[src/rtl/mio_bus_ctrl.sv]
`default_nettype none
// =============================================================================
// Module   : mio_bus_ctrl
// Brief    : SCPU data-port bus controller. Decodes word accesses to a
//            synchronous data RAM (with programmable wait states) or to the
//            LED / switch / counter peripherals and returns a one-cycle
//            MIO_ready. Define MIO_BUS_ERR_EN to add a bus_err output and make
//            unmapped reads return 32'hDEAD_BEEF.
// Revision : 1.0 - initial release
// =============================================================================
module mio_bus_ctrl #(
    parameter int RAM_AW   = 10,
    parameter int RAM_WAIT = 1
) (
    input  logic              clk,
    input  logic              reset,
    input  logic              CPU_MIO,
    input  logic              mem_w,
    input  logic [31:0]       Addr_out,
    input  logic [31:0]       Data_out,
    output logic [31:0]       Data_in,
    output logic              MIO_ready,
    output logic [RAM_AW-1:0] ram_addr,
    output logic [31:0]       ram_din,
    output logic              ram_we,
    input  logic [31:0]       ram_dout,
    input  logic [15:0]       sw,
    output logic [15:0]       led,
    output logic [31:0]       counter_out
`ifdef MIO_BUS_ERR_EN
    ,
    output logic              bus_err
`endif
);

    typedef enum logic [1:0] {
        ST_IDLE = 2'd0,
        ST_WAIT = 2'd1,
        ST_ACK  = 2'd2
    } state_t;

    typedef enum logic [2:0] {
        K_RAM   = 3'd0,
        K_LED   = 3'd1,
        K_SW    = 3'd2,
        K_CNT   = 3'd3,
        K_UNMAP = 3'd4
    } kind_t;

    localparam logic [3:0] c_wait_init = 4'(RAM_WAIT);
`ifdef MIO_BUS_ERR_EN
    localparam logic [31:0] c_unmap_rdata = 32'hDEAD_BEEF;
`else
    localparam logic [31:0] c_unmap_rdata = 32'h0000_0000;
`endif

    state_t            state_q, state_d;
    kind_t             kind_q, kind_d, w_req_kind;
    logic              write_q, write_d;
    logic [31:0]       wdata_q, wdata_d;
    logic [3:0]        cnt_q, cnt_d;
    logic [31:0]       data_in_q, data_in_d;
    logic              ready_q, ready_d;
    logic [RAM_AW-1:0] ram_addr_q, ram_addr_d;
    logic [31:0]       ram_din_q, ram_din_d;
    logic              ram_we_q, ram_we_d;
    logic [15:0]       led_q, led_d;
    logic [31:0]       counter_q, counter_d;
`ifdef MIO_BUS_ERR_EN
    logic              bus_err_q, bus_err_d;
`endif

    // Byte-lane bits carry no information for word-only accesses.
    logic w_unused_addr_lsbs;
    assign w_unused_addr_lsbs = ^Addr_out[1:0];

    always_comb begin
        w_req_kind = K_UNMAP;
        if (Addr_out[31:RAM_AW+2] == '0) begin
            w_req_kind = K_RAM;
        end else if (Addr_out[31:28] == 4'hF) begin
            case (Addr_out[3:2])
                2'd0:    w_req_kind = K_LED;
                2'd1:    w_req_kind = K_SW;
                2'd2:    w_req_kind = K_CNT;
                default: w_req_kind = K_UNMAP;
            endcase
        end
    end

    always_comb begin
        state_d    = state_q;
        kind_d     = kind_q;
        write_d    = write_q;
        wdata_d    = wdata_q;
        cnt_d      = cnt_q;
        data_in_d  = data_in_q;
        ready_d    = 1'b0;
        ram_addr_d = ram_addr_q;
        ram_din_d  = ram_din_q;
        ram_we_d   = 1'b0;
        led_d      = led_q;
        counter_d  = counter_q + 32'd1;
`ifdef MIO_BUS_ERR_EN
        bus_err_d  = 1'b0;
`endif
        case (state_q)
            ST_IDLE: begin
                if (CPU_MIO) begin
                    kind_d  = w_req_kind;
                    write_d = mem_w;
                    wdata_d = Data_out;
                    if (w_req_kind == K_RAM) begin
                        state_d    = ST_WAIT;
                        cnt_d      = c_wait_init;
                        ram_addr_d = Addr_out[RAM_AW+1:2];
                        ram_din_d  = Data_out;
                        // Registered strobe lands in the first WAIT cycle only.
                        ram_we_d   = mem_w;
                    end else begin
                        state_d = ST_ACK;
                    end
                end
            end
            ST_WAIT: begin
                if (cnt_q == 4'd0) begin
                    if (!write_q) begin
                        data_in_d = ram_dout;
                    end
                    state_d = ST_ACK;
                end else begin
                    cnt_d = cnt_q - 4'd1;
                end
            end
            ST_ACK: begin
                state_d = ST_IDLE;
                ready_d = 1'b1;
                case (kind_q)
                    K_LED: begin
                        if (write_q) led_d = wdata_q[15:0];
                        else         data_in_d = {16'h0000, led_q};
                    end
                    K_SW: begin
                        if (!write_q) data_in_d = {16'h0000, sw};
                    end
                    K_CNT: begin
                        if (write_q) counter_d = wdata_q;
                        else         data_in_d = counter_q;
                    end
                    K_UNMAP: begin
`ifdef MIO_BUS_ERR_EN
                        bus_err_d = 1'b1;
`endif
                        if (!write_q) data_in_d = c_unmap_rdata;
                    end
                    default: begin
                    end
                endcase
            end
            default: state_d = ST_IDLE;
        endcase
    end

    always_ff @(posedge clk or negedge reset) begin
        if (!reset) begin
            state_q    <= ST_IDLE;
            kind_q     <= K_UNMAP;
            write_q    <= 1'b0;
            wdata_q    <= '0;
            cnt_q      <= '0;
            data_in_q  <= '0;
            ready_q    <= 1'b0;
            ram_addr_q <= '0;
            ram_din_q  <= '0;
            ram_we_q   <= 1'b0;
            led_q      <= '0;
            counter_q  <= '0;
`ifdef MIO_BUS_ERR_EN
            bus_err_q  <= 1'b0;
`endif
        end else begin
            state_q    <= state_d;
            kind_q     <= kind_d;
            write_q    <= write_d;
            wdata_q    <= wdata_d;
            cnt_q      <= cnt_d;
            data_in_q  <= data_in_d;
            ready_q    <= ready_d;
            ram_addr_q <= ram_addr_d;
            ram_din_q  <= ram_din_d;
            ram_we_q   <= ram_we_d;
            led_q      <= led_d;
            counter_q  <= counter_d;
`ifdef MIO_BUS_ERR_EN
            bus_err_q  <= bus_err_d;
`endif
        end
    end

    assign Data_in     = data_in_q;
    assign MIO_ready   = ready_q;
    assign ram_addr    = ram_addr_q;
    assign ram_din     = ram_din_q;
    assign ram_we      = ram_we_q;
    assign led         = led_q;
    assign counter_out = counter_q;
`ifdef MIO_BUS_ERR_EN
    assign bus_err     = bus_err_q;
`endif

endmodule
`default_nettype wire

[config.mk]
export PLATFORM = sky130hd
export DESIGN_NAME = mio_bus_ctrl
export DESIGN_NICKNAME = d
export VERILOG_FILES = /design/src/rtl/mio_bus_ctrl.sv
export SDC_FILE = /design/constraint.sdc
export NUM_CORES = 1
export LEC_CHECK = 0
export ABC_AREA = 1
export CORE_MARGIN = 2
export CORE_UTILIZATION = 51
export DETAILED_ROUTE_END_ITERATION = 6
export PLACE_DENSITY = 0.86
export SKIP_CTS_REPAIR_TIMING = 1
export SYNTH_ARGS = -nofsm -noshare
export SYNTH_HDL_FRONTEND = slang
export SYNTH_SLANG_ARGS = --single-unit
export TNS_END_PERCENT = 30
[constraint.sdc]
create_clock -name clk -period 4.95 [get_ports clk]
set_input_delay 1.2375 -clock clk [delete_from_list [all_inputs] [get_ports clk]]
set_output_delay 1.2375 -clock clk [all_outputs]
set_load 0.1 [all_outputs]
==> flow_summary_export.csv <==
group,metric,value,unit
run_status,status,"finished, final reports clean",
global_route,busiest_layer,"met2",
route,dr.pass1.iters,5,
global_route,grt.met1_usage,37.9,%
worst_setup_path,path_class,"flip-flop to primary output",
route,dr.first_iter.drc_count,596,
job,drv_cap,0,
worst_setup_path,crit_path_start_kind,"flip-flop",
yosys,synth_edf_count,0,
global_route,grt_use_met3,5.66,%
floorplanning,start_util,52.6,%
timing,whs,471,ps
pwr,ir_drop,440,uV
place,post-place-cells,1444,
place,gp_congestion,0.964,
clock_network,numCtsBuffers,17,
place,portBuffers,237,
cells_and_area,fin_cells,1476,
cells_and_area,drive_gt1_share,5.22,%
global_route,grt_pass1_wl,36.3,mm
cells_and_area,fin_nets,1377,
floorplanning,core_area,15300,sq um
clock_network,clkSinkCount,166,
worst_setup_path,critPathCaptureType,"primary output",
cells_and_area,mostFrequentLayoutCell,"nand2_1",
global_route,track_usage,27.8,%
yosys,synth_top_flop_cell,"dfrtp_1",
route,totalWireLength,23.0,mm
cells_and_area,n_antenna_cell,0,
cells_and_area,utilization,73.0,%
yosys,netlist_area,8050,sq um
yosys,synth_cell_types,33,
floorplanning,io_pins,240,
timing,fin_skew,6.95,ps
cells_and_area,final_cell_mix,"nand2_1 (371), clkdlybuf4s50_1 (236), dfrtp_1 (165)",
timing,relSlewSlack,27.4,%
pwr,power_density,738,nW/um^2
yosys,synth_nets,1158,
yosys,synthArstFlopShare,100,%
route,drt-vias-per-instance,5.16,
yosys,avgSynthCellArea,7.79,sq um
timing,rsz0062_at_grt,"no",
timing,worst_slew_pin_slew,1080,ps
global_route,met2_usage,43.8,%
worst_setup_path,crit_slowest_cell,"clkdlybuf4s50_1",
floorplanning,die_x,130,um
worst_setup_path,path_buf_inv,1,
yosys,synthAdderAreaFrac,1.40,%
clock_network,cts_tree,"built",
pwr,power.total,8.25,mW
yosys,synth_seq_area_share,51.6,%
worst_setup_path,cpLargestDelayFamily,"buffers and inverters",
route,num_vias,7611,
floorplanning,dieHeight,130,um
timing,fin_crit_sh,68.2,%
yosys,synthXorXnorAreaFrac,1.20,%
global_route,gr-total-overflow,0,
hold_path,worstHoldPathType,"flip-flop to flip-flop",
worst_setup_path,arrival,2140,ps
timing,tns,0,ps
cells_and_area,fin_area,11200,sq um
floorplanning,fp.dieArea,16800,sq um
place,placed_area,10600,sq um
clock_network,htreeDepth,4,
yosys,synth-simple-area-share,28.9,%
place,dp_hpwl,16.7,mm
cells_and_area,area_delta_synth_final,38.9,%
yosys,syn-instance-count,1033,
clock_network,insertion_delay,420,ps
route,drc,0,
yosys,synth_mux_area_share,1.96,%
global_route,grt_start_max_net_pins,95,
worst_setup_path,path_cells,"clkdlybuf4s50_1",
worst_setup_path,critical_path.max_stage_delay,1240,ps
place,post-place-ws,1360,ps
timing,finalSetupViolCount,0,
timing,slew_viol_final,0,
clock_network,root_buffer,"clkbuf_16",
timing,maxClockFrequency,296,MHz
worst_setup_path,cp_data_required_time,3710,ps
worst_setup_path,critPathMaxFanout,5,
yosys,synth-seq-cells,166,
yosys,synth_top_family_by_area,"simple AND/OR/NAND/NOR gates",
floorplanning,placementRows,45,
global_route,antenna_found_initial,0,
route,avgRoutedWirePerCell,15.6,um
global_route,grt_pass1_vias,7298,
yosys,synth_compound_area_share,8.18,%
clock_network,clk_path_buf_depth,2,
timing,period_needed,3380,ps
yosys,ys_warn_count,0,
clock_network,cts.clk_slew.worst_paths,60,ps
route,antenna_left,0,
timing,finalHoldViolations,0,
timing,timing.final.ws_setup,1570,ps
pwr,power.leakage,5.27,nW
final timing paths:
path / startpoint / slack (ps) / endpoint / depth (start not counted)
setup / recovery: counter_out[15] / 1570 / counter_out[15] / 1
hold / removal: Data_in[29] / 470 / Data_in[29] / 2
setup reg to reg: state_q[0] / 1790 / Data_in[12] / 11
hold reg to reg: Data_in[29] / 470 / Data_in[29] / 2
max in group asynchronous: reset / 3150 / counter_out[4] / 2
min in group asynchronous: reset / 900 / Data_in[30] / 1
state kept, by name (all words and copies together), names as in the netlist:
name	cells
Data_in	32
counter_out	32
ram_din	32
wdata_q	32
led	16
ram_addr	10
cnt_q	4
kind_q	3
state_q	2
MIO_ready	1
ram_we	1
write_q	1
report_power, final:
group          switching [mW]  internal, mW
combinational            3.57          1.06
sequential              0.415          1.85
clock                   0.540         0.814
per-layer routing:
layer,vias to the layer above,wire [um]
met5,-,0
met4,0,625
met3,46,1860
met2,342,10700
met1,3524,9790
li1,3699,-
layout make-up:
cell class                 instances  area (sq um)
multi-input combinational        730          3360
timing repair buffer             242          2440
fill                            1168          4130
inverter                          95           357
tap                              211           264
clock inverter                     9           115
sequential                       166          4160
clock buffer                      23           498
cells in the mapped netlist, types with 7 or more instances:
| master | instances | area, sq um |
|---|---|---|
| clkbuf_1 | 22 | 82.6 |
| a21oi_1 | 24 | 120 |
| nor2_1 | 86 | 323 |
| nor3_1 | 12 | 60.1 |
| xor2_1 | 7 | 61.3 |
| o21ai_0 | 79 | 395 |
| nand2_1 | 372 | 1400 |
| inv_1 | 90 | 338 |
| mux2_2 | 14 | 158 |
| dfrtp_1 | 165 | 4130 |
| ha_1 | 9 | 113 |
| nand3_1 | 66 | 330 |
| or2_0 | 10 | 62.6 |
| o21ai_1 | 24 | 120 |
| buf_2 | 14 | 70.1 |
cells by family (layout without fill, tap and decap cells):
kind of cell	after synthesis	after routing
muxes	14	14
buffers and inverters	137	369
AOI/OAI and AO/OA	130	130
DFF	166	166
xor gates and xnor gates	11	11
adders and majority gates	9	9
and+or+nand+nor	566	566
(Power assumes the default switching activity.)
